===== config.mk =====
export PLATFORM = sky130hd
export DESIGN_NAME = pipelined_control_unit_flat
export DESIGN_NICKNAME = d
export VERILOG_FILES = /design/src/rtl/pipelined_control_unit_pkg.sv /design/src/rtl/pipelined_control_unit_if.sv /design/src/rtl/pipelined_control_unit_decode.sv /design/src/rtl/pipelined_control_unit.sv /design/src/flat_wrapper.sv
export SDC_FILE = /design/constraint.sdc
export NUM_CORES = 1
export LEC_CHECK = 0
export ABC_AREA = 1
export ABC_CLOCK_PERIOD_IN_PS = 1900
export CAP_MARGIN = 20
export CORE_MARGIN = 2
export CORE_UTILIZATION = 48
export DETAILED_ROUTE_END_ITERATION = 6
export MAX_ROUTING_LAYER = met4
export PLACE_DENSITY = 0.81
export SYNTH_ARGS = -nofsm -noshare
export SYNTH_HDL_FRONTEND = slang
export SYNTH_SLANG_ARGS = --single-unit

===== constraint.sdc =====
create_clock -name clk -period 1.9 [get_ports clk]
set_input_delay 0.38 -clock clk [delete_from_list [all_inputs] [get_ports clk]]
set_output_delay 0.38 -clock clk [all_outputs]
set_load 0.05 [all_outputs]

===== src/rtl/pipelined_control_unit_pkg.sv =====
// Shared encodings for the decode stage: instruction classes, opcodes and
// the ALU / memory / jump operation codes carried in the control bundle.
package pipelined_control_unit_pkg;

  typedef enum logic [1:0] {
    CLS_R   = 2'b00,
    CLS_I   = 2'b01,
    CLS_MEM = 2'b10,
    CLS_JMP = 2'b11
  } op_class_e;

  // Function field (low opcode bits) per class
  localparam logic [3:0] FN_ADD  = 4'h0, FN_SUB  = 4'h1, FN_AND  = 4'h2, FN_OR   = 4'h3;
  localparam logic [3:0] FN_XOR  = 4'h4, FN_SLL  = 4'h5, FN_SRL  = 4'h6, FN_SLT  = 4'h7;
  localparam logic [3:0] FN_ADDI = 4'h0, FN_SUBI = 4'h1, FN_ANDI = 4'h2, FN_ORI  = 4'h3;
  localparam logic [3:0] FN_XORI = 4'h4, FN_MOVI = 4'h5;
  localparam logic [3:0] FN_LW   = 4'h0, FN_SW   = 4'h1, FN_LA   = 4'h2, FN_SA   = 4'h3;
  localparam logic [3:0] FN_JMP  = 4'h0, FN_JE   = 4'h1, FN_JNE  = 4'h2, FN_JLT  = 4'h3;
  localparam logic [3:0] FN_JGT  = 4'h4;

  localparam logic [5:0] OP_CODE_ADD  = {CLS_R, FN_ADD},   OP_CODE_SUB  = {CLS_R, FN_SUB};
  localparam logic [5:0] OP_CODE_AND  = {CLS_R, FN_AND},   OP_CODE_OR   = {CLS_R, FN_OR};
  localparam logic [5:0] OP_CODE_XOR  = {CLS_R, FN_XOR},   OP_CODE_SLL  = {CLS_R, FN_SLL};
  localparam logic [5:0] OP_CODE_SRL  = {CLS_R, FN_SRL},   OP_CODE_SLT  = {CLS_R, FN_SLT};
  localparam logic [5:0] OP_CODE_ADDI = {CLS_I, FN_ADDI},  OP_CODE_SUBI = {CLS_I, FN_SUBI};
  localparam logic [5:0] OP_CODE_ANDI = {CLS_I, FN_ANDI},  OP_CODE_ORI  = {CLS_I, FN_ORI};
  localparam logic [5:0] OP_CODE_XORI = {CLS_I, FN_XORI},  OP_CODE_MOVI = {CLS_I, FN_MOVI};
  localparam logic [5:0] OP_CODE_LW   = {CLS_MEM, FN_LW},  OP_CODE_SW   = {CLS_MEM, FN_SW};
  localparam logic [5:0] OP_CODE_LA   = {CLS_MEM, FN_LA},  OP_CODE_SA   = {CLS_MEM, FN_SA};
  localparam logic [5:0] OP_CODE_JMP  = {CLS_JMP, FN_JMP}, OP_CODE_JE   = {CLS_JMP, FN_JE};
  localparam logic [5:0] OP_CODE_JNE  = {CLS_JMP, FN_JNE}, OP_CODE_JLT  = {CLS_JMP, FN_JLT};
  localparam logic [5:0] OP_CODE_JGT  = {CLS_JMP, FN_JGT};

  localparam logic [5:0] ALU_OP_NOP = 6'd0, ALU_OP_ADD = 6'd1, ALU_OP_SUB  = 6'd2;
  localparam logic [5:0] ALU_OP_AND = 6'd3, ALU_OP_OR  = 6'd4, ALU_OP_XOR  = 6'd5;
  localparam logic [5:0] ALU_OP_SLL = 6'd6, ALU_OP_SRL = 6'd7, ALU_OP_SLT  = 6'd8;
  localparam logic [5:0] ALU_OP_MOVI = 6'd9;

  localparam logic [1:0] MEM_OP_NOP = 2'd0, MEM_OP_READ = 2'd1, MEM_OP_WRITE = 2'd2;

  localparam logic [3:0] JMP_OP_NOP = 4'd0, JMP_OP_JMP = 4'd1, JMP_OP_JE  = 4'd2;
  localparam logic [3:0] JMP_OP_JNE = 4'd3, JMP_OP_JLT = 4'd4, JMP_OP_JGT = 4'd5;

endpackage


===== src/rtl/pipelined_control_unit_if.sv =====
// Instruction-in / control-bundle-out handshake bus of the decode stage.
interface pipelined_control_unit_if #(
  parameter int OP_CODE_BITS  = 6,
  parameter int REG_ADDR_BITS = 5,
  parameter int ALU_OP_BITS   = 6,
  parameter int MEM_OP_BITS   = 2,
  parameter int JUMP_BITS     = 4,
  parameter int CNT_BITS      = 16
) ();
  import pipelined_control_unit_pkg::*;

  logic                     in_valid;
  logic                     in_ready;
  logic [OP_CODE_BITS-1:0]  opcode;
  logic [REG_ADDR_BITS-1:0] rs;
  logic [REG_ADDR_BITS-1:0] rt;
  logic [REG_ADDR_BITS-1:0] rd;
  logic                     flush;
  logic                     out_valid;
  logic                     out_ready;
  logic                     reg_dst;
  logic [REG_ADDR_BITS-1:0] dst_reg;
  logic [MEM_OP_BITS-1:0]   mem_op;
  logic                     mem_to_reg;
  logic [ALU_OP_BITS-1:0]   alu_op;
  logic                     alu_src;
  logic                     reg_write;
  logic                     address_src;
  logic [JUMP_BITS-1:0]     jop;
  logic                     illegal;
  logic [CNT_BITS-1:0]      stall_count;

  modport master (
    output in_valid, opcode, rs, rt, rd, flush, out_ready,
    input  in_ready, out_valid, reg_dst, dst_reg, mem_op, mem_to_reg, alu_op,
    input  alu_src, reg_write, address_src, jop, illegal, stall_count
  );

  modport slave (
    input  in_valid, opcode, rs, rt, rd, flush, out_ready,
    output in_ready, out_valid, reg_dst, dst_reg, mem_op, mem_to_reg, alu_op,
    output alu_src, reg_write, address_src, jop, illegal, stall_count
  );

endinterface


===== src/rtl/pipelined_control_unit_decode.sv =====
// Purely combinational opcode -> control bundle decoder. Undefined opcodes
// raise illegal and force every bundle field back to its NOP value.
module control_decode
  import pipelined_control_unit_pkg::*;
#(
  parameter int OP_CODE_BITS  = 6,
  parameter int REG_ADDR_BITS = 5,
  parameter int ALU_OP_BITS   = 6,
  parameter int MEM_OP_BITS   = 2,
  parameter int JUMP_BITS     = 4
) (
  input  logic [OP_CODE_BITS-1:0]  opcode,
  input  logic [REG_ADDR_BITS-1:0] rt,
  input  logic [REG_ADDR_BITS-1:0] rd,
  output logic                     reg_dst,
  output logic [REG_ADDR_BITS-1:0] dst_reg,
  output logic [MEM_OP_BITS-1:0]   mem_op,
  output logic                     mem_to_reg,
  output logic [ALU_OP_BITS-1:0]   alu_op,
  output logic                     alu_src,
  output logic                     reg_write,
  output logic                     address_src,
  output logic [JUMP_BITS-1:0]     jop,
  output logic                     illegal
);
  localparam int FN_W = OP_CODE_BITS - 2;

  op_class_e       cls_s;
  logic [FN_W-1:0] fn_s;

  assign cls_s = op_class_e'(opcode[OP_CODE_BITS-1 -: 2]);
  assign fn_s  = opcode[FN_W-1:0];

  // Class defaults first, then per-function fields, then illegal override
  always_comb begin
    reg_dst     = 1'b0;
    dst_reg     = '0;
    mem_op      = MEM_OP_BITS'(MEM_OP_NOP);
    mem_to_reg  = 1'b0;
    alu_op      = ALU_OP_BITS'(ALU_OP_NOP);
    alu_src     = 1'b0;
    reg_write   = 1'b0;
    address_src = 1'b0;
    jop         = JUMP_BITS'(JMP_OP_NOP);
    illegal     = 1'b0;
    case (cls_s)
      CLS_R: begin
        reg_dst   = 1'b1;
        reg_write = 1'b1;
        case (fn_s)
          FN_W'(FN_ADD): alu_op = ALU_OP_BITS'(ALU_OP_ADD);
          FN_W'(FN_SUB): alu_op = ALU_OP_BITS'(ALU_OP_SUB);
          FN_W'(FN_AND): alu_op = ALU_OP_BITS'(ALU_OP_AND);
          FN_W'(FN_OR):  alu_op = ALU_OP_BITS'(ALU_OP_OR);
          FN_W'(FN_XOR): alu_op = ALU_OP_BITS'(ALU_OP_XOR);
          FN_W'(FN_SLL): alu_op = ALU_OP_BITS'(ALU_OP_SLL);
          FN_W'(FN_SRL): alu_op = ALU_OP_BITS'(ALU_OP_SRL);
          FN_W'(FN_SLT): alu_op = ALU_OP_BITS'(ALU_OP_SLT);
          default:       illegal = 1'b1;
        endcase
      end
      CLS_I: begin
        alu_src   = 1'b1;
        reg_write = 1'b1;
        case (fn_s)
          FN_W'(FN_ADDI): alu_op = ALU_OP_BITS'(ALU_OP_ADD);
          FN_W'(FN_SUBI): alu_op = ALU_OP_BITS'(ALU_OP_SUB);
          FN_W'(FN_ANDI): alu_op = ALU_OP_BITS'(ALU_OP_AND);
          FN_W'(FN_ORI):  alu_op = ALU_OP_BITS'(ALU_OP_OR);
          FN_W'(FN_XORI): alu_op = ALU_OP_BITS'(ALU_OP_XOR);
          FN_W'(FN_MOVI): alu_op = ALU_OP_BITS'(ALU_OP_MOVI);
          default:        illegal = 1'b1;
        endcase
      end
      CLS_MEM: begin
        mem_to_reg = 1'b1;
        case (fn_s)
          FN_W'(FN_LW): begin
            mem_op    = MEM_OP_BITS'(MEM_OP_READ);
            reg_write = 1'b1;
          end
          FN_W'(FN_LA): begin
            mem_op      = MEM_OP_BITS'(MEM_OP_READ);
            reg_write   = 1'b1;
            address_src = 1'b1;
          end
          FN_W'(FN_SW): mem_op = MEM_OP_BITS'(MEM_OP_WRITE);
          FN_W'(FN_SA): begin
            mem_op      = MEM_OP_BITS'(MEM_OP_WRITE);
            address_src = 1'b1;
          end
          default: illegal = 1'b1;
        endcase
      end
      CLS_JMP: begin
        case (fn_s)
          FN_W'(FN_JMP): jop = JUMP_BITS'(JMP_OP_JMP);
          FN_W'(FN_JE):  jop = JUMP_BITS'(JMP_OP_JE);
          FN_W'(FN_JNE): jop = JUMP_BITS'(JMP_OP_JNE);
          FN_W'(FN_JLT): jop = JUMP_BITS'(JMP_OP_JLT);
          FN_W'(FN_JGT): jop = JUMP_BITS'(JMP_OP_JGT);
          default:       illegal = 1'b1;
        endcase
      end
      default: illegal = 1'b1;
    endcase

    if (illegal) begin
      reg_dst     = 1'b0;
      dst_reg     = '0;
      mem_op      = MEM_OP_BITS'(MEM_OP_NOP);
      mem_to_reg  = 1'b0;
      alu_op      = ALU_OP_BITS'(ALU_OP_NOP);
      alu_src     = 1'b0;
      reg_write   = 1'b0;
      address_src = 1'b0;
      jop         = JUMP_BITS'(JMP_OP_NOP);
    end else if (reg_dst) begin
      dst_reg = rd;
    end else begin
      dst_reg = rt;
    end
  end

endmodule


===== src/rtl/pipelined_control_unit.sv =====
// Decode pipeline stage: registers the decoded control bundle behind a
// valid/ready handshake, bubbles once per load-use pair and honours flush.
module pipelined_control_unit
  import pipelined_control_unit_pkg::*;
#(
  parameter int OP_CODE_BITS  = 6,
  parameter int REG_ADDR_BITS = 5,
  parameter int ALU_OP_BITS   = 6,
  parameter int MEM_OP_BITS   = 2,
  parameter int JUMP_BITS     = 4,
  parameter int CNT_BITS      = 16
) (
  input logic                    clk,
  input logic                    rst_n,
  pipelined_control_unit_if.slave bus
);
  localparam int FN_W = OP_CODE_BITS - 2;

  logic                     dec_reg_dst_s, dec_mem_to_reg_s, dec_alu_src_s;
  logic                     dec_reg_write_s, dec_address_src_s, dec_illegal_s;
  logic [REG_ADDR_BITS-1:0] dec_dst_reg_s;
  logic [MEM_OP_BITS-1:0]   dec_mem_op_s;
  logic [ALU_OP_BITS-1:0]   dec_alu_op_s;
  logic [JUMP_BITS-1:0]     dec_jop_s;

  logic                     out_valid_r, reg_dst_r, mem_to_reg_r, alu_src_r;
  logic                     reg_write_r, address_src_r, illegal_r;
  logic [REG_ADDR_BITS-1:0] dst_reg_r;
  logic [MEM_OP_BITS-1:0]   mem_op_r;
  logic [ALU_OP_BITS-1:0]   alu_op_r;
  logic [JUMP_BITS-1:0]     jop_r;
  logic [CNT_BITS-1:0]      stall_count_r;

  op_class_e       in_cls_s;
  logic [FN_W-1:0] in_fn_s;
  logic            held_load_s, reads_rs_s, reads_rt_s, hazard_s;
  logic            in_ready_s, accept_s, consume_s;

  control_decode #(
    .OP_CODE_BITS (OP_CODE_BITS),
    .REG_ADDR_BITS(REG_ADDR_BITS),
    .ALU_OP_BITS  (ALU_OP_BITS),
    .MEM_OP_BITS  (MEM_OP_BITS),
    .JUMP_BITS    (JUMP_BITS)
  ) u_decode (
    .opcode     (bus.opcode),
    .rt         (bus.rt),
    .rd         (bus.rd),
    .reg_dst    (dec_reg_dst_s),
    .dst_reg    (dec_dst_reg_s),
    .mem_op     (dec_mem_op_s),
    .mem_to_reg (dec_mem_to_reg_s),
    .alu_op     (dec_alu_op_s),
    .alu_src    (dec_alu_src_s),
    .reg_write  (dec_reg_write_s),
    .address_src(dec_address_src_s),
    .jop        (dec_jop_s),
    .illegal    (dec_illegal_s)
  );

  assign in_cls_s = op_class_e'(bus.opcode[OP_CODE_BITS-1 -: 2]);
  assign in_fn_s  = bus.opcode[FN_W-1:0];

  // Load-use hazard detection and handshake qualifiers
  always_comb begin
    held_load_s = out_valid_r && (mem_op_r == MEM_OP_BITS'(MEM_OP_READ))
                  && reg_write_r && (dst_reg_r != '0);
    reads_rs_s  = (in_cls_s != CLS_JMP);
    reads_rt_s  = (in_cls_s == CLS_R)
                  || ((in_cls_s == CLS_MEM)
                      && ((in_fn_s == FN_W'(FN_SW)) || (in_fn_s == FN_W'(FN_SA))));
    hazard_s    = bus.in_valid && held_load_s
                  && ((reads_rs_s && (bus.rs == dst_reg_r))
                      || (reads_rt_s && (bus.rt == dst_reg_r)));
    in_ready_s  = !bus.flush && !hazard_s && (!out_valid_r || bus.out_ready);
    accept_s    = bus.in_valid && in_ready_s;
    consume_s   = out_valid_r && bus.out_ready;
  end

  // Output bundle register and saturating bubble counter
  always_ff @(posedge clk or negedge rst_n) begin
    if (!rst_n) begin
      out_valid_r   <= 1'b0;
      reg_dst_r     <= 1'b0;
      dst_reg_r     <= '0;
      mem_op_r      <= MEM_OP_BITS'(MEM_OP_NOP);
      mem_to_reg_r  <= 1'b0;
      alu_op_r      <= ALU_OP_BITS'(ALU_OP_NOP);
      alu_src_r     <= 1'b0;
      reg_write_r   <= 1'b0;
      address_src_r <= 1'b0;
      jop_r         <= JUMP_BITS'(JMP_OP_NOP);
      illegal_r     <= 1'b0;
      stall_count_r <= '0;
    end else if (bus.flush) begin
      out_valid_r <= 1'b0;
    end else if (accept_s) begin
      out_valid_r   <= 1'b1;
      reg_dst_r     <= dec_reg_dst_s;
      dst_reg_r     <= dec_dst_reg_s;
      mem_op_r      <= dec_mem_op_s;
      mem_to_reg_r  <= dec_mem_to_reg_s;
      alu_op_r      <= dec_alu_op_s;
      alu_src_r     <= dec_alu_src_s;
      reg_write_r   <= dec_reg_write_s;
      address_src_r <= dec_address_src_s;
      jop_r         <= dec_jop_s;
      illegal_r     <= dec_illegal_s;
    end else if (consume_s) begin
      out_valid_r <= 1'b0;
      if (hazard_s && (stall_count_r != {CNT_BITS{1'b1}})) begin
        stall_count_r <= stall_count_r + CNT_BITS'(1);
      end
    end
  end

  assign bus.in_ready    = in_ready_s;
  assign bus.out_valid   = out_valid_r;
  assign bus.reg_dst     = reg_dst_r;
  assign bus.dst_reg     = dst_reg_r;
  assign bus.mem_op      = mem_op_r;
  assign bus.mem_to_reg  = mem_to_reg_r;
  assign bus.alu_op      = alu_op_r;
  assign bus.alu_src     = alu_src_r;
  assign bus.reg_write   = reg_write_r;
  assign bus.address_src = address_src_r;
  assign bus.jop         = jop_r;
  assign bus.illegal     = illegal_r;
  assign bus.stall_count = stall_count_r;

endmodule

===== src/flat_wrapper.sv =====
// flat-port wrapper written by rule: the top's interface ports become plain ports
module pipelined_control_unit_flat import pipelined_control_unit_pkg::*;
#(
  parameter int OP_CODE_BITS  = 6,
  parameter int REG_ADDR_BITS = 5,
  parameter int ALU_OP_BITS   = 6,
  parameter int MEM_OP_BITS   = 2,
  parameter int JUMP_BITS     = 4,
  parameter int CNT_BITS      = 16
)
  (clk, rst_n, bus_in_valid, bus_opcode, bus_rs, bus_rt, bus_rd, bus_flush, bus_out_ready, bus_in_ready, bus_out_valid, bus_reg_dst, bus_dst_reg, bus_mem_op, bus_mem_to_reg, bus_alu_op, bus_alu_src, bus_reg_write, bus_address_src, bus_jop, bus_illegal, bus_stall_count);
  pipelined_control_unit_if #(.OP_CODE_BITS(OP_CODE_BITS), .REG_ADDR_BITS(REG_ADDR_BITS), .ALU_OP_BITS(ALU_OP_BITS), .MEM_OP_BITS(MEM_OP_BITS), .JUMP_BITS(JUMP_BITS), .CNT_BITS(CNT_BITS)) bus_i ();
  input logic clk;
  input logic rst_n;
  input wire logic [$bits(bus_i.in_valid)-1:0] bus_in_valid;
  input wire logic [$bits(bus_i.opcode)-1:0] bus_opcode;
  input wire logic [$bits(bus_i.rs)-1:0] bus_rs;
  input wire logic [$bits(bus_i.rt)-1:0] bus_rt;
  input wire logic [$bits(bus_i.rd)-1:0] bus_rd;
  input wire logic [$bits(bus_i.flush)-1:0] bus_flush;
  input wire logic [$bits(bus_i.out_ready)-1:0] bus_out_ready;
  output wire logic [$bits(bus_i.in_ready)-1:0] bus_in_ready;
  output wire logic [$bits(bus_i.out_valid)-1:0] bus_out_valid;
  output wire logic [$bits(bus_i.reg_dst)-1:0] bus_reg_dst;
  output wire logic [$bits(bus_i.dst_reg)-1:0] bus_dst_reg;
  output wire logic [$bits(bus_i.mem_op)-1:0] bus_mem_op;
  output wire logic [$bits(bus_i.mem_to_reg)-1:0] bus_mem_to_reg;
  output wire logic [$bits(bus_i.alu_op)-1:0] bus_alu_op;
  output wire logic [$bits(bus_i.alu_src)-1:0] bus_alu_src;
  output wire logic [$bits(bus_i.reg_write)-1:0] bus_reg_write;
  output wire logic [$bits(bus_i.address_src)-1:0] bus_address_src;
  output wire logic [$bits(bus_i.jop)-1:0] bus_jop;
  output wire logic [$bits(bus_i.illegal)-1:0] bus_illegal;
  output wire logic [$bits(bus_i.stall_count)-1:0] bus_stall_count;
  assign bus_i.in_valid = bus_in_valid;
  assign bus_i.opcode = bus_opcode;
  assign bus_i.rs = bus_rs;
  assign bus_i.rt = bus_rt;
  assign bus_i.rd = bus_rd;
  assign bus_i.flush = bus_flush;
  assign bus_i.out_ready = bus_out_ready;
  assign bus_in_ready = bus_i.in_ready;
  assign bus_out_valid = bus_i.out_valid;
  assign bus_reg_dst = bus_i.reg_dst;
  assign bus_dst_reg = bus_i.dst_reg;
  assign bus_mem_op = bus_i.mem_op;
  assign bus_mem_to_reg = bus_i.mem_to_reg;
  assign bus_alu_op = bus_i.alu_op;
  assign bus_alu_src = bus_i.alu_src;
  assign bus_reg_write = bus_i.reg_write;
  assign bus_address_src = bus_i.address_src;
  assign bus_jop = bus_i.jop;
  assign bus_illegal = bus_i.illegal;
  assign bus_stall_count = bus_i.stall_count;
  pipelined_control_unit #(.OP_CODE_BITS(OP_CODE_BITS), .REG_ADDR_BITS(REG_ADDR_BITS), .ALU_OP_BITS(ALU_OP_BITS), .MEM_OP_BITS(MEM_OP_BITS), .JUMP_BITS(JUMP_BITS), .CNT_BITS(CNT_BITS)) u_core (.clk(clk), .rst_n(rst_n), .bus(bus_i));
endmodule

==> results of run 1 <==
[path summary, 6_finish.rpt]
check | start | end | slack, ns | cells after the start
max | u_core.bus.dst_reg[0] | bus_in_ready | 0.03 | 8
min | rst_n | u_core.bus.stall_count[2] | 0.09 | 1
max reg2reg | u_core.bus.dst_reg[4] | u_core.bus.stall_count[13] | 0.13 | 12
min reg2reg | u_core.bus.jop[0] | u_core.bus.jop[0] | 0.49 | 2
max in group asynchronous | rst_n | u_core.bus.stall_count[13] | 1.23 | 2
min in group clk | u_core.bus.jop[0] | u_core.bus.jop[0] | 0.49 | 2
[power breakdown]
group / switching, uW / internal, uW
combinational: 337 / 194
clock: 279 / 254
sequential: 46.5 / 827
total: 662 / 1280
[stage by stage]
stage / util / instance area [um2] / std cells
after floorplan: - / 2360 / 331
after global placement: 0.6589 / 3092 / 460
after detailed placement: 0.6589 / 3092 / 460
after CTS: 0.6819 / 3199 / 470
after global routing: 0.6931 / 3252 / 472
final: 0.6931 / 3252 / 472
[logic make-up after synthesis]
family,count (synthesis),share of synthesized area
AND/OR/NAND/NOR,189,0.3628
AO/OA/AOI/OAI,35,0.08361
buffers and inverters,51,0.09378
adder cells (fa/ha/maj),1,0.005358
flip-flops,37,0.3966
XOR/XNOR,15,0.05627
other,1,0.001606
[routing by layer]
layer | track usage | part of all wire | up-vias
li1 | - | - | 1224
met1 | 0.3359 | 0.43 | 1118
met2 | 0.3879 | 0.49 | 83
met3 | 0.03841 | 0.062 | 12
met4 | 0.08081 | 0.016 | 0
met5 | - | 0 | -
[cell usage in the layout (no fill, tap or decap), drive strengths merged]
| cell type | instances |
|---|---|
| a21boi | 1 |
| a21oi | 5 |
| a22o | 1 |
| a22oi | 1 |
| a31oi | 2 |
| buf | 64 |
| clkbuf | 6 |
| clkdlybuf4s50 | 12 |
| clkinv | 3 |
| conb | 3 |
| dfrtp | 37 |
| dlygate4sd2 | 14 |
| dlymetal6s2s | 2 |
| ha | 1 |
| inv | 37 |
| nand2 | 123 |
| nand3 | 17 |
| nand4 | 17 |
| nor2 | 23 |
| nor3 | 8 |
| o211ai | 1 |
| o21ai | 24 |
| or2 | 1 |
| xnor2 | 2 |
| xor2 | 13 |
[repair_timing]
action	CTS	global route
pin swaps	11	7
gates resized for setup	22	12
setup endpoints to repair	1	17
setup buffers	2	2
[cell type report]
| class | instances | area, um2 | share of cell area |
|---|---|---|---|
| well taps | 54 | 67.56 | 0.02078 |
| inverters | 38 | 142.6 | 0.04386 |
| repair buffers | 92 | 769.5 | 0.2366 |
| multi-input cells | 243 | 1254 | 0.3855 |
| flip-flops and latches | 37 | 935.9 | 0.2878 |
| clock buffers | 6 | 72.57 | 0.02232 |
| clock inverters | 2 | 10.01 | 0.003078 |
==> impl_metrics.json, run 1 <==
{
  "status": "finished, final reports clean",
  "routabilityCongestion": 0.9526,
  "clockRootBuffer": "clkbuf_8",
  "htreeDepth": 2,
  "crit_slowest_cell": "dfrtp_2",
  "clk_path_buf_depth": 2,
  "drv_slew": 0,
  "antenna_left": 0,
  "antenna_cells": 0,
  "cellLeakagePower_uw": 0.001728,
  "path_max_fanout": 5,
  "cp-start-kind": "flop",
  "grt_pass1_wl_um": 10180,
  "first_iter_violations": 235,
  "hold_viol": 0,
  "die_x_um": 73.74,
  "yosysTopAreaCellShare": 0.3966,
  "grt-ovfl-total": 0,
  "syn_to_final_growth_pct": 39.28,
  "yosysTopAreaCell": "dfrtp_1",
  "drive_gt1_frac": 0.2416,
  "drt_wl_total_um": 6261,
  "synthFlopType": "dfrtp_1",
  "worst_path_dominant_cell_family": "flip-flops",
  "fp-row-count": 25,
  "criticalPathCategory": "flop to primary output",
  "clock_latency_ns": 0.29,
  "irDropWorstVdd_mv": 0.3638,
  "clock-sinks": 37,
  "route.vias.total": 2437,
  "cts.clk_slew.worst_paths_ns": 0.08,
  "async_flop_share": 1.000,
  "syn_area_per_cell_um2": 7.096,
  "core_area_mm2": 0.004692,
  "fill_cells": 423,
  "synth_edf_count": 0,
  "max_slew.worst_pin.slew_ns": 0.5790,
  "synth.distinct_cells": 33,
  "wl_per_cell_um": 13.26,
  "fin_crit_sh": 0.9842,
  "final.setup_skew_ns": 0.005123,
  "yosys_warnings": 0,
  "dr.pass1.iters": 4,
  "hpwl_um": 4589,
  "critPathBufInv": 2,
  "setup_violations": 0,
  "cts_made_buffers": 5,
  "port_buffers": 63,
  "nets": 444,
  "worstSetupEndpointType": "primary output",
  "fmax_mhz": 534.7,
  "cpPeakStageDelay_ns": 0.45,
  "largest_reg_flops": 16,
  "fin_crit_ns": 1.870,
  "crit_top_cell": "nand2_1",
  "fin_setup_tns_ns": 0,
  "cts_hold_buffers": 0,
  "design.die.area_mm2": 0.005438,
  "synth_common_cells": "nand2_1 (121), dfrtp_1 (37), inv_1 (35), nor2_1 (20), nand4_1 (17)",
  "drv_cap": 0,
  "hp-class": "input pin to async pin",
  "start_util": 0.4976,
  "rsz0062_at_grt": "yes",
  "cp_cell_sequence": "inv_2 > nand2_1 > nand2_1 > nor2_1 > nand3_1 > nand2_2 > a21boi_4 > buf_6",
  "timing.hold.ws_ns": 0.08519,
  "ys_ff_latch": 37,
  "drc": 0,
  "cts_tree": "yes",
  "grt_use_total": 0.2501,
  "synthCells": 329,
  "critPathRequiredTime_ns": 1.52,
  "syn_area_mm2": 0.002335,
  "synth-seq-area-share": 0.3966,
  "synthTopCellsByArea": "dfrtp_1 (40%), nand2_1 (19%), inv_1 (5.6%)",
  "grt_pass1_vias": 2206,
  "pre_cts_ws_ns": -0.2731,
  "yosysMostFrequentCell": "nand2_1",
  "relSlewSlack": 0.6140,
  "power.density_mw_per_mm2": 595.8,
  "grt_max_degree": 38,
  "arrival_ns": 1.49,
  "viasPerCell": 5.163,
  "power_uw": 1937,
  "io_pins": 67,
  "setup_ws_ns": 0.02996,
  "dieHeight_um": 73.74,
  "antenna_found_initial": 0
}
(Power assumes the default switching activity.)
==> run 2: changes to the inputs <==
--- a/config.mk
+++ b/config.mk
@@ -6,13 +6,13 @@
 export NUM_CORES = 1
 export LEC_CHECK = 0
 export ABC_AREA = 1
-export ABC_CLOCK_PERIOD_IN_PS = 1900
+export ABC_CLOCK_PERIOD_IN_PS = 2400
 export CAP_MARGIN = 20
 export CORE_MARGIN = 2
-export CORE_UTILIZATION = 48
+export CORE_UTILIZATION = 52
 export DETAILED_ROUTE_END_ITERATION = 6
 export MAX_ROUTING_LAYER = met4
-export PLACE_DENSITY = 0.81
+export PLACE_DENSITY = 0.86
 export SYNTH_ARGS = -nofsm -noshare
 export SYNTH_HDL_FRONTEND = slang
 export SYNTH_SLANG_ARGS = --single-unit
==> constraint.sdc (replaced) <==
create_clock -name clk -period 2.4 [get_ports clk]
set_input_delay 0.48 -clock clk [delete_from_list [all_inputs] [get_ports clk]]
set_output_delay 0.48 -clock clk [all_outputs]
set_load 0.05 [all_outputs]
==> impl_metrics.json, run 2 (synthesis results as in run 1) <==
{
  "status": "finished, final reports clean",
  "setup_violations": 0,
  "multi_input_area_mm2": 0.001210,
  "cp-start-kind": "input pin",
  "grt_use_total": 0.2406,
  "clockRootBuffer": "clkbuf_8",
  "fp-row-count": 24,
  "cts_made_buffers": 5,
  "first_iter_violations": 141,
  "final_common_cell": "nand2_1",
  "drv_cap": 0,
  "drt_wl_total_um": 5702,
  "drv_slew": 0,
  "cts.clk_slew.worst_paths_ns": 0.09,
  "cts_tree": "yes",
  "relSlewSlack": 0.4573,
  "antenna_cells": 0,
  "layout_common_cells": "nand2_1 (121), clkdlybuf4s50_1 (60), dfrtp_1 (37), inv_1 (35), nor2_1 (20)",
  "io_pins": 67,
  "htreeDepth": 2,
  "nets": 428,
  "cp_cell_sequence": "clkdlybuf4s50_1 > inv_1 > a21oi_1 > nand2_1 > nor2_1 > nand2_1 > nand2_1 > a21boi_2 > buf_4",
  "wl_per_cell_um": 12.56,
  "grt_max_degree": 38,
  "cts_hold_buffers": 0,
  "fill_cells": 364,
  "fmax_mhz": 436.9,
  "route.vias.total": 2328,
  "die_x_um": 71.01,
  "irDropWorstVdd_mv": 0.3400,
  "hp-class": "input pin to async pin",
  "dp.cells": 446,
  "grt-ovfl-total": 0,
  "final.setup_skew_ns": 0.01116,
  "largest_reg_flops": 16,
  "start_util": 0.5362,
  "grt-busiest-layer": "met2",
  "fin_setup_tns_ns": 0,
  "met2_usage": 0.3728,
  "fin_crit_ns": 2.289,
  "hold_viol": 0,
  "path_max_fanout": 2,
  "crit_slowest_cell": "clkdlybuf4s50_1",
  "clock_latency_ns": 0.30,
  "fin_crit_sh": 0.9537,
  "gr-usage-met1": 0.3358,
  "arrival_ns": 1.81,
  "design.die.area_mm2": 0.005042,
  "cpPeakStageDelay_ns": 0.48,
  "dieHeight_um": 71.01,
  "grt_pass1_wl_um": 9487,
  "core_area_mm2": 0.004354,
  "pre_cts_ws_ns": 0.08957,
  "timing.hold.ws_ns": 0.2649,
  "drive_gt1_frac": 0.08955,
  "max_slew.worst_pin.slew_ns": 0.8140,
  "grt_pass1_vias": 2087,
  "viasPerCell": 5.128,
  "hpwl_um": 4225,
  "power.density_mw_per_mm2": 545.3,
  "dr.pass1.iters": 4,
  "worstSetupEndpointType": "primary output",
  "critPathRequiredTime_ns": 1.92,
  "regArea_um2": 925.9,
  "gr-usage-met3": 0.03989,
  "clock-sinks": 37,
  "antenna_left": 0,
  "clk_path_buf_depth": 2,
  "drc": 0,
  "critPathBufInv": 3,
  "cellLeakagePower_uw": 0.001572,
  "port_buffers": 63,
  "fin_util": 0.7359,
  "criticalPathCategory": "input pin to primary output",
  "routabilityCongestion": 0.9178,
  "cts_setup_buffers": 0,
  "rsz0062_at_grt": "no",
  "setup_ws_ns": 0.1112,
  "antenna_found_initial": 0,
  "finalNonFillerCells": 454,
  "syn_to_final_growth_pct": 37.25,
  "worst_path_dominant_cell_family": "buffers and inverters",
  "crit_top_cell": "nand2_1"
}
[run 2: changes by cell type in the layout (fill, tap and decap cells not counted), sizes merged]
cell / previous run / this run
bufinv: 0 / 2
inv: 37 / 38
clkdlybuf4s50: 12 / 60
clkbuf: 6 / 5
dlymetal6s2s: 2 / 1
dlygate4sd2: 14 / 0
clkinv: 3 / 1
buf: 64 / 15
[run 2: path summary, 6_finish.rpt]
| path | start | to | slack, ns | cells after the start |
|---|---|---|---|---|
| hold / removal | rst_n | u_core.bus.dst_reg[2] | 0.26 | 1 |
| setup reg to reg | u_core.bus.stall_count[0] | u_core.bus.stall_count[2] | 0.56 | 11 |
| max in group asynchronous | rst_n | u_core.bus.stall_count[7] | 1.61 | 1 |
| hold reg to reg | u_core.bus.address_src | u_core.bus.address_src | 0.49 | 2 |
| setup / recovery | bus_rt[3] | bus_in_ready | 0.11 | 9 |
| min in group clk | u_core.bus.address_src | u_core.bus.address_src | 0.49 | 2 |
[run 2: per-layer routing]
metal | vias up | share of wire | wire length [um]
li1 | 1185 | - | -
met1 | 1074 | 0.47 | 2702
met4 | 0 | 0.0089 | 51
met5 | - | 0 | 0
met3 | 5 | 0.042 | 242
met2 | 64 | 0.47 | 2705
[run 2: power breakdown]
part           total, uW  internal [uW]  switching [uW]
Sequential           681            652            29.1
Combinational        400            143             257
Clock                667            419             248
[run 2: metrics by stage]
stage,instance area [um2],power [uW]
6_report,3204,1747
5_1_grt,3204,1815
4_1_cts,3189,1751
3_5_place_dp,3052,1089
3_3_place_gp,3052,1082
2_1_floorplan,2342,927.9
[run 2: timing repair]
action / 4_1_cts / 5_1_grt
endpoints found under the setup margin: 0 / 1
gates resized for setup: 0 / 3
hold endpoints to repair: 0 / 0
[run 2: cell type report]
cell class                 instances  share of cell area
clock inverter                     3             0.02148
timing repair buffer              76              0.2257
tap                               52             0.02030
inverter                          38             0.04451
sequential                        37              0.2889
multi-input combinational        243              0.3776
clock buffer                       5             0.02148
==> run 3: changes to the inputs <==
==> constraint.sdc (replaced) <==
create_clock -name clk -period 2.4 [get_ports clk]
set_input_delay 0.48 -clock clk [delete_from_list [all_inputs] [get_ports clk]]
set_output_delay 0.48 -clock clk [all_outputs]
set_load 0.1 [all_outputs]
==> impl_metrics.json, run 3 (synthesis results as in run 1) <==
{
  "cp_cell_sequence": "clkdlybuf4s50_1 > nand2_1 > nor2_1 > nand3_1 > a31oi_2 > a21boi_4 > buf_12",
  "grt_max_degree": 38,
  "drc": 0,
  "final_common_cell": "nand2_1",
  "crit_slowest_cell": "clkdlybuf4s50_1",
  "cts_resized": 0,
  "clk_path_buf_depth": 2,
  "cpPeakStageDelay_ns": 0.53,
  "clockRootBuffer": "clkbuf_8",
  "cts.clk_slew.worst_paths_ns": 0.07,
  "final.setup_skew_ns": 0.008093,
  "die_x_um": 71.01,
  "worstSetupEndpointType": "primary output",
  "grt-ovfl-total": 0,
  "criticalPathCategory": "input pin to primary output",
  "fin_setup_tns_ns": 0,
  "irDropWorstVdd_mv": 0.2884,
  "drive_gt1_frac": 0.1935,
  "antenna_cells": 0,
  "setup_ws_ns": 0.08956,
  "viasPerCell": 5.270,
  "routabilityCongestion": 0.9646,
  "setup_violations": 0,
  "hpwl_um": 4322,
  "htreeDepth": 2,
  "drv_slew": 0,
  "port_buffers": 63,
  "grt_pass1_vias": 2217,
  "io_pins": 67,
  "first_iter_violations": 160,
  "timing.hold.ws_ns": 0.4905,
  "core_area_mm2": 0.004354,
  "layout_common_cells": "nand2_1 (120), buf_4 (51), inv_1 (35), dfrtp_1 (32), clkdlybuf4s50_1 (25)",
  "cp-start-kind": "input pin",
  "dp.cells": 447,
  "fmax_mhz": 432.8,
  "cts_setup_buffers": 0,
  "antenna_left": 0,
  "critPathRequiredTime_ns": 1.92,
  "design.die.area_mm2": 0.005042,
  "clock-sinks": 37,
  "cellLeakagePower_uw": 0.001629,
  "grt_pass1_wl_um": 10030,
  "antenna_found_initial": 0,
  "hp-class": "flop to flop",
  "power.density_mw_per_mm2": 567.0,
  "cts_made_buffers": 5,
  "path_max_fanout": 2,
  "hold_viol": 0,
  "drv_cap": 0,
  "grt_use_total": 0.2520,
  "start_util": 0.5362,
  "cts_hold_buffers": 0,
  "drt_wl_total_um": 5736,
  "finalNonFillerCells": 455,
  "cts_tree": "yes",
  "largest_reg_flops": 16,
  "nets": 429,
  "rsz0062_at_grt": "no",
  "route.vias.total": 2398,
  "fp-row-count": 24,
  "fin_crit_ns": 2.310,
  "status": "finished, final reports clean",
  "dieHeight_um": 71.01,
  "arrival_ns": 1.83,
  "syn_to_final_growth_pct": 33.65,
  "fin_crit_sh": 0.9627,
  "pre_cts_ws_ns": 0.07339,
  "fin_util": 0.7167,
  "dr.pass1.iters": 5,
  "wl_per_cell_um": 12.61,
  "clock_latency_ns": 0.29
}
==> run 3: changes by cell type in the layout (fill, tap and decap cells not counted), moves of 5 or more <==
| cell | before | now |
|---|---|---|
| dfrtp_1 | 37 | 32 |
| dfrtp_2 | 0 | 5 |
| buf_4 | 14 | 51 |
| clkdlybuf4s50_1 | 60 | 25 |
==> run 3: layer usage <==
metal	vias up	part of all wire	GRT usage	wire length (um)
li1	1190	-	-	-
met1	1108	0.46	0.3321	2643
met2	90	0.47	0.4050	2714
met3	10	0.053	0.04558	303
met4	0	0.013	0.06289	75
met5	-	0	-	0
==> run 3: power by group <==
group          total [uW]  switching (uW)  internal [uW]
sequential            687            33.2            654
clock                 563             224            339
combinational         519             381            139
total                1770             638           1130
==> run 3: final cells by class <==
type | count | area (um2)
Clock buffer | 7 | 86.33
Multi-Input combinational cell | 243 | 1211
Timing Repair Buffer | 77 | 653.1
Clock inverter | 1 | 30.03
Tap cell | 52 | 65.06
Fill cell | 357 | 1234
Inverter | 38 | 142.6
Sequential cell | 37 | 932.1
==> run 3: worst paths after layout <==
path / startpoint / endpoint / slack [ns] / cells after the start
min: u_core.bus.jop[1] / u_core.bus.jop[1] / 0.49 / 2
max in group asynchronous: rst_n / u_core.bus.dst_reg[1] / 1.42 / 2
max: bus_in_valid / bus_in_ready / 0.09 / 7
min in group asynchronous: rst_n / u_core.bus.jop[2] / 0.60 / 2
max reg2reg: u_core.bus.stall_count[0] / u_core.bus.stall_count[9] / 0.49 / 11
min reg2reg: u_core.bus.jop[1] / u_core.bus.jop[1] / 0.49 / 2
==> run 3: metrics by stage <==
| stage | cell area, um2 | power [uW] |
|---|---|---|
| floorplan | 2360 | 1058 |
| global route | 3120 | 1838 |
| finish | 3120 | 1769 |
| detailed placement | 3002 | 1218 |
| global placement | 3002 | 1212 |
| CTS | 3118 | 1778 |
==> run 3: worst max-delay path: cells and delay by family <==
kind / cells / cell delay (ns)
compound gates: 2 / 0.39
buf+inv: 2 / 0.70
simple gates: 3 / 0.25
